[config.mk]
export PLATFORM = sky130hd
export DESIGN_NAME = divider_ctrl
export DESIGN_NICKNAME = d
export VERILOG_FILES = /design/src/rtl/divider_ctrl.sv
export SDC_FILE = /design/constraint.sdc
export NUM_CORES = 1
export LEC_CHECK = 0
export BUFFER_PORTS_ARGS = -buffer_cell sky130_fd_sc_hd__clkbuf_2
export CAP_MARGIN = 20
export CORE_UTILIZATION = 58
export DETAILED_ROUTE_END_ITERATION = 12
export PLACE_DENSITY = 0.83
export SKIP_LAST_GASP = 1
export SLEW_MARGIN = 20
export SYNTH_ARGS = -nofsm -noshare
export SYNTH_HDL_FRONTEND = slang
export SYNTH_SLANG_ARGS = --single-unit
[constraint.sdc]
create_clock -name clk -period 5.02 [get_ports clk]
set_clock_uncertainty 0.15 [all_clocks]
set_input_delay 0.502 -clock clk [delete_from_list [all_inputs] [get_ports clk]]
set_output_delay 0.502 -clock clk [all_outputs]
set_load 0.1 [all_outputs]
[src/rtl/divider_ctrl.sv]
// divider_ctrl: run/stop and ratio controller for the divide-by-N clock-enable path.
// Holds the active divide ratio, takes new ratios over a valid/ready handshake and
// applies them only at a period boundary, so div_clk/div_en never glitch or truncate.
//
// Optional feature macro: DIVIDER_CTRL_PERIOD_CNT_EN (adds period_clr / period_cnt).
//
// Ports:
//   clk, rst          system clock, asynchronous active-high reset
//   start, stop       level-sampled run/stop requests (stop wins when both high)
//   cfg_valid/cfg_div new ratio offer; cfg_ready = pending slot empty
//   cfg_err           one-cycle pulse: offered ratio < 2 was discarded
//   div_en            one-cycle pulse in the last cycle of each period
//   div_clk           divided clock (high for floor(N/2) cycles of each period)
//   busy              RUN or DRAIN
//   cur_div           ratio currently in effect
//   period_clr        (optional) zero the period counter
//   period_cnt        (optional) 16-bit count of completed busy periods
module divider_ctrl #(
  parameter int unsigned CNT_W   = 8,
  parameter int unsigned RST_DIV = 4
) (
  input  logic             clk,
  input  logic             rst,
`ifdef DIVIDER_CTRL_PERIOD_CNT_EN
  input  logic             period_clr,
  output logic [15:0]      period_cnt,
`endif
  input  logic             start,
  input  logic             stop,
  input  logic             cfg_valid,
  input  logic [CNT_W-1:0] cfg_div,
  output logic             cfg_ready,
  output logic             cfg_err,
  output logic             div_en,
  output logic             div_clk,
  output logic             busy,
  output logic [CNT_W-1:0] cur_div
);

  typedef enum logic [1:0] {
    IDLE  = 2'd0,
    RUN   = 2'd1,
    DRAIN = 2'd2
  } state_t;

  state_t           state;
  state_t           state_nx;
  logic [CNT_W-1:0] cnt;
  logic [CNT_W-1:0] cnt_nx;
  logic [CNT_W-1:0] cur_div_nx;
  logic [CNT_W-1:0] pend_div;
  logic [CNT_W-1:0] pend_div_nx;
  logic             pend_vld;
  logic             pend_vld_nx;

  logic             active;
  logic             boundary;
  logic             go;
  logic             cfg_fire;
  logic             cfg_bad;
  logic             apply;

  logic             busy_nx;
  logic             div_clk_nx;
  logic             div_en_nx;
  logic             cfg_ready_nx;
  logic             cfg_err_nx;

  assign active   = (state != IDLE);
  assign boundary = active & (cnt == cur_div - CNT_W'(1));
  assign go       = start & ~stop;
  assign cfg_fire = cfg_valid & cfg_ready;
  assign cfg_bad  = (cfg_div < CNT_W'(2));
  // Pending ratio lands immediately when idle, otherwise only on the wrap edge.
  assign apply    = pend_vld & (~active | boundary);

  // State register
  always_ff @(posedge clk or posedge rst) begin
    if (rst) state <= IDLE;
    else     state <= state_nx;
  end

  // Next-state logic
  always_comb begin
    state_nx = state;
    case (state)
      IDLE:    if (go) state_nx = RUN;
      RUN:     if (stop) state_nx = boundary ? IDLE : DRAIN;
      DRAIN: begin
        if (go)            state_nx = RUN;
        else if (boundary) state_nx = IDLE;
      end
      default: state_nx = IDLE;
    endcase
  end

  // Counter and ratio datapath next values
  always_comb begin
    cnt_nx      = '0;
    cur_div_nx  = cur_div;
    pend_div_nx = pend_div;
    pend_vld_nx = pend_vld;
    if (active && (state_nx != IDLE)) begin
      cnt_nx = boundary ? '0 : cnt + CNT_W'(1);
    end
    if (apply) begin
      cur_div_nx  = pend_div;
      pend_vld_nx = 1'b0;
    end
    // cfg_ready mirrors ~pend_vld, so a capture never coincides with an apply.
    if (cfg_fire && !cfg_bad) begin
      pend_div_nx = cfg_div;
      pend_vld_nx = 1'b1;
    end
  end

  // Output next values, derived from the post-edge counter/ratio so the
  // registered outputs line up with cnt in the same cycle.
  always_comb begin
    busy_nx      = (state_nx != IDLE);
    div_clk_nx   = busy_nx & (cnt_nx < (cur_div_nx >> 1));
    div_en_nx    = busy_nx & (cnt_nx == cur_div_nx - CNT_W'(1));
    cfg_ready_nx = ~pend_vld_nx;
    cfg_err_nx   = cfg_fire & cfg_bad;
  end

  // Datapath and output registers
  always_ff @(posedge clk or posedge rst) begin
    if (rst) begin
      cnt       <= '0;
      cur_div   <= CNT_W'(RST_DIV);
      pend_div  <= '0;
      pend_vld  <= 1'b0;
      cfg_ready <= 1'b1;
      cfg_err   <= 1'b0;
      div_en    <= 1'b0;
      div_clk   <= 1'b0;
      busy      <= 1'b0;
    end else begin
      cnt       <= cnt_nx;
      cur_div   <= cur_div_nx;
      pend_div  <= pend_div_nx;
      pend_vld  <= pend_vld_nx;
      cfg_ready <= cfg_ready_nx;
      cfg_err   <= cfg_err_nx;
      div_en    <= div_en_nx;
      div_clk   <= div_clk_nx;
      busy      <= busy_nx;
    end
  end

`ifdef DIVIDER_CTRL_PERIOD_CNT_EN
  // Busy period counter; clear takes priority over a same-cycle boundary.
  always_ff @(posedge clk or posedge rst) begin
    if (rst)             period_cnt <= '0;
    else if (period_clr) period_cnt <= '0;
    else if (boundary)   period_cnt <= period_cnt + 16'd1;
  end
`endif

endmodule

**Yosys cells after proc, flatten, opt, wreduce, memory -nomap -nowiden**

Index checks and enable logic that the tools add are counted.

- Register bits after elaboration: 32
- Output and inout bits: 13
- Input bits: 13

- Bitwise logic cells: 11
- Add/sub/neg operators: 3
- Equality and inequality tests: 4
- Reductions and logical operators: 6
- Mux-type cells: 11
- Magnitude comparators: 2

Operators by type and width:

| operator | number |
|---|---|
| $mux W8 | 3 |
| $eq A8 B8 Y1 | 2 |
| $sub A8 B1 Y8 const B | 2 |
| $mux W2 | 5 |
| $add A8 B1 Y8 const B | 1 |
| $lt A8 B2 Y1 const B | 1 |
| $lt A8 B7 Y1 | 1 |
| $and A1 B1 Y1 | 7 |
| $pmux W2 S3 | 1 |
| $reduce_bool A2 Y1 | 2 |
| $not A1 Y1 | 3 |
| $eq A2 B1 Y1 const B | 1 |
| $eq A2 B2 Y1 const B | 1 |
| $logic_and A1 B1 Y1 | 2 |
| $logic_not A2 Y1 | 1 |
| $mux W1 | 2 |
| $logic_not A1 Y1 | 1 |
| $or A1 B1 Y1 | 1 |

**Longest topological paths before layout**

- Depth in word-level cells: 11
- Gate-level depth with buffers: 14

**Worst setup path before layout**

OpenSTA, ideal clock, no wires.

- Path type: reg2reg
- Start: register cur_div[0]
- End: register div_en
- Path buffers: 1
- Setup slack: 0.966 ns
- Stages on the path, launching flop included: 14
- Required time: 4.774 ns
- Arrival: 3.808 ns
- Cells stage by stage: dfrtp_1 -> or4_1 -> buf_2 -> or4_1 -> xnor2_1 -> o2111a_2 -> o21ai_4 -> mux2i_1 -> ha_1 -> xnor2_1 -> o22ai_1 -> o311a_1 -> o2111ai_1 -> nor4_2

- Cells in the longest elaborated chain, start to end: 11
- Elaborated cells between the ends (all ways): 18

RTL lines:

| item | line | text |
|---|---|---|
| start: declaration | 37 | `output logic [CNT_W-1:0] cur_div` |
| start signal: assignment | 131 | `cur_div <= CNT_W'(RST_DIV);` |
| start signal: assignment | 141 | `cur_div <= cur_div_nx;` |
| branches (longest 10 deep; another with $sub A8 B1 Y8) | - |  |
| $and A1 B1 Y1 (*) | 122 | `div_en_nx = busy_nx & (cnt_nx == cur_div_nx - CNT_W'(1));` |
| net div_en_nx | 65 | `logic div_en_nx;` |
| end signal: assignment | 146 | `div_en <= div_en_nx;` |
| end: declaration | 34 | `output logic div_en,` |

Mark *: on every way through the listed nets, which the timed path passes.
A chain may end at the register's enable or synchronous reset.

**Worst setup path in the final report**

Ends and elaborated chain as after synthesis.

==> qor_table.md <==
| Result | This run | Unit |
|:---|:---|:---|
| Count leader, synth | sky130_fd_sc_hd__dfrtp_1 | - |
| Area of the die | 0.00393 | sq mm |
| Warnings, synthesis | 0 | - |
| Filler cell count in the final layout | 296 | - |
| Crit path required time | 5060 | ps |
| Netlist area before placement | 0.00214 | sq mm |
| Starting Density | 0.621 | - |
| Met2 usage | 0.423 | - |
| Number of nets in the layout | 266 | - |
| Count of vias placed by the detailed router | 1769 | - |
| Area of the multi-input gates | 0.00119 | sq mm |
| Global-route wire length before repair | 7.99 | mm |
| GR Util met1 | 0.341 | - |
| Cell-by-cell trace of the critical path | or4_1 -> or4_1 -> xnor2_1 -> o2111a_2 -> o21ai_4 -> mux2i_1 -> ha_1 -> xnor2_1 -> o22ai_1 -> o311a_1 -> o2111ai_1 -> nor4_2 | - |
| Post-cts sizing count | 0 | - |
| Die extent in y | 62.7 | microns |
| Post-detailed-routing wire length | 4.81 | mm |
| Arrival time reported for the critical path endpoint | 4220 | ps |
| CORE AREA | 0.00344 | sq mm |
| Top-area cell type share of the netlist area | 0.351 | - |
| Layout Area Growth over Synthesis | 10.2 | % |
| F_max | 239 | MHz |
| Maximum level of the CTS H-tree | 2 | - |
| Final estimated routing congestion in global placement | 0.904 | - |
| Number of design rule violations left after detail routing | 0 | - |
| Chip width | 62.7 | microns |
| Result of the run | finished, final reports clean | - |
| Hold-fix buffer count after cts | 0 | - |
| Area occupied by registers | 803 | sq um |
| Remaining number of nets flagged by the antenna check after routing | 0 | - |
| Class of the tightest hold or removal check | in2async | - |
| Startpoint of the lowest-slack register-to-register path | cur_div[0] | - |
| Layer with the highest usage after global routing | met2 | - |
| Worst relative slew slack | 0.331 | - |
| Clk Tree Root Cell | sky130_fd_sc_hd__clkbuf_8 | - |
| Worst skew pair latency | 290 | ps |
| Final cell utilization of the core | 0.684 | - |
| End of the worst register-to-register path | div_en | - |
| Slowest CP cell | sky130_fd_sc_hd__or4_1 | - |
| Cells after synthesis | 222 | - |
| Leftover overflow at the end of global routing | 0 | - |
| Post CTS Setup Buffer Count | 0 | - |
| Number of slew-limit violations in the final report | 0 | - |
| All-Layer GR Usage | 0.268 | - |
| Synthesized Nets | 243 | - |
| Main flop type after synthesis | sky130_fd_sc_hd__dfrtp_1 | - |
| Iteration-0 DRC count of the detailed router | 114 | - |
| Vias in the first global route | 1692 | - |
| Initial antenna violation count | 0 | - |
| Sink Count | 32 | - |
| Crit share post-route | 0.832 | - |
| Critical path startpoint category | flip-flop | - |
| Number of port buffers | 25 | - |
| Leading cell types by count after synthesis | sky130_fd_sc_hd__dfrtp_1, sky130_fd_sc_hd__inv_1, sky130_fd_sc_hd__nor2_1, sky130_fd_sc_hd__xnor2_1, sky130_fd_sc_hd__nand2_1 | - |
| Async SR Flop Fraction | 1.00 | - |
| CTS tree | yes | - |
| Top fanout value on the critical path | 18 | - |
| Library cell with the largest summed area after synthesis | sky130_fd_sc_hd__dfrtp_1 | - |
| Reg-to-reg slack, setup | 840 | ps |
| Half-perimeter wire length after placement | 3.65 | mm |
| Clock period minus final worst setup slack | 4180 | ps |
| Antenna fix cells | 0 | - |
| Final-report hold violation count | 0 | - |
| CP endpoint kind | flip-flop | - |
| Boundary pin count | 26 | - |
| RSZ-0062 raised after global routing | no | - |
| Number of placement rows | 21 | - |
| Number of violations of the max-capacitance limit | 0 | - |
| Logic depth of the worst register-to-register path | 12 | - |
| Transition at the pin with the smallest max-transition slack | 996 | ps |
| Setup Total Neg Slack | 0 | ps |
| Syn Area/Cell | 9.63 | sq um |
| CTS Buf Count | 5 | - |
| Worst setup path class | reg2reg | - |
| Setup Viol. Count Final | 0 | - |
| Max Buffers Root-to-Sink | 2 | - |
| Largest stage delay on the critical path | 650 | ps |
| GR Util met3 | 0.0657 | - |
| Per-cell routed wire length | 16.5 | microns |
| Distinct cell type count of the synthesized netlist | 56 | - |
| Main area contributors after synthesis | sky130_fd_sc_hd__dfrtp_1, sky130_fd_sc_hd__xnor2_1, sky130_fd_sc_hd__ha_1 | - |
| Initial DRT Pass Iterations | 4 | - |
| Ratio of cells with drive above 1 in the final layout | 0.215 | - |
| Routed via count divided by cell count | 6.06 | - |
| Clock-pin transition on the worst setup and hold timing paths | 70 | ps |
| Flop and latch count out of synthesis | 32 | - |
| Maximum number of pins on one net before global-route repair | 33 | - |
| Number of enable-type register cells in the synthesized netlist | 0 | - |
| Sequential fraction of the synthesis area | 0.376 | - |
layout make-up:
type | count | area share
timing repair buffer | 26 | 0.0563
multi-input combinational | 159 | 0.506
inverter | 21 | 0.0335
tap | 46 | 0.0244
clock buffer | 8 | 0.0383
sequential | 32 | 0.341
metal layers:
| layer | vias up | share of wire |
|---|---|---|
| li1 | 831 | - |
| met1 | 862 | 0.43 |
| met2 | 63 | 0.48 |
| met3 | 13 | 0.061 |
| met4 | 0 | 0.025 |
| met5 | - | 0 |
through the flow:
step	setup slack [ps]	hold slack (ps)	instances	cell area, sq um
6_report	843	117	292	2350
5_1_grt	550	150	292	2350
4_1_cts	868	131	292	2350
3_5_place_dp	887	361	284	2260
3_3_place_gp	1090	357	284	2260
2_1_floorplan	966	354	222	2140
cells by family (layout without fill, tap and decap cells):
| group | count (synthesis) | count (layout) | share of synthesized area |
|---|---|---|---|
| compound gates | 39 | 39 | 0.133 |
| xor+xnor | 23 | 23 | 0.104 |
| fa+ha+maj | 9 | 9 | 0.0515 |
| buf+inv | 31 | 55 | 0.0662 |
| flops | 32 | 32 | 0.376 |
| mux | 16 | 16 | 0.0861 |
| simple gates | 72 | 72 | 0.183 |
registers in the layout, indices dropped and copies added, names as in the netlist, 2 cells and up:
name      flops
cur_div       8
pend_div      8
cnt           8
state         2
critical path, delay by kind of cell (launching register included):
| kind | cells | cell delay (ps) |
|---|---|---|
| and+or+nand+nor | 3 | 1280 |
| AOI/OAI and AO/OA | 5 | 1200 |
| DFF | 1 | 450 |
| muxes | 1 | 370 |
| xor gates and xnor gates | 2 | 320 |
| adders and majority gates | 1 | 310 |
how the worst max path moves through the flow:
stage                    start      to
floorplan           cur_div[0]  div_en
global placement    cur_div[0]  div_en
detailed placement  cur_div[0]  div_en
CTS                 cur_div[0]  div_en
global route        cur_div[0]  div_en
finish              cur_div[0]  div_en
cells in the final DEF, fill, tap and decap left out, types with 3 or more instances in the layout:
cell type	n
sky130_fd_sc_hd__a21oi_1	5
sky130_fd_sc_hd__clkbuf_2	25
sky130_fd_sc_hd__or3_1	5
sky130_fd_sc_hd__a31oi_1	4
sky130_fd_sc_hd__mux2_2	6
sky130_fd_sc_hd__nand2_1	13
sky130_fd_sc_hd__dfrtp_1	30
sky130_fd_sc_hd__o21ai_0	8
sky130_fd_sc_hd__inv_1	21
sky130_fd_sc_hd__or4_1	3
sky130_fd_sc_hd__a211oi_1	3
sky130_fd_sc_hd__ha_1	8
sky130_fd_sc_hd__o21ai_1	3
sky130_fd_sc_hd__clkbuf_8	6
sky130_fd_sc_hd__xnor2_1	15
sky130_fd_sc_hd__mux2i_1	8
sky130_fd_sc_hd__and3_1	3
sky130_fd_sc_hd__nor2_1	15
sky130_fd_sc_hd__nand3_1	8
sky130_fd_sc_hd__nor3_1	7
sky130_fd_sc_hd__xor2_1	6
Power is left out: the tool's default activity adds up to more than one toggle a clock period on the data nets, which glitch-free logic cannot reach.
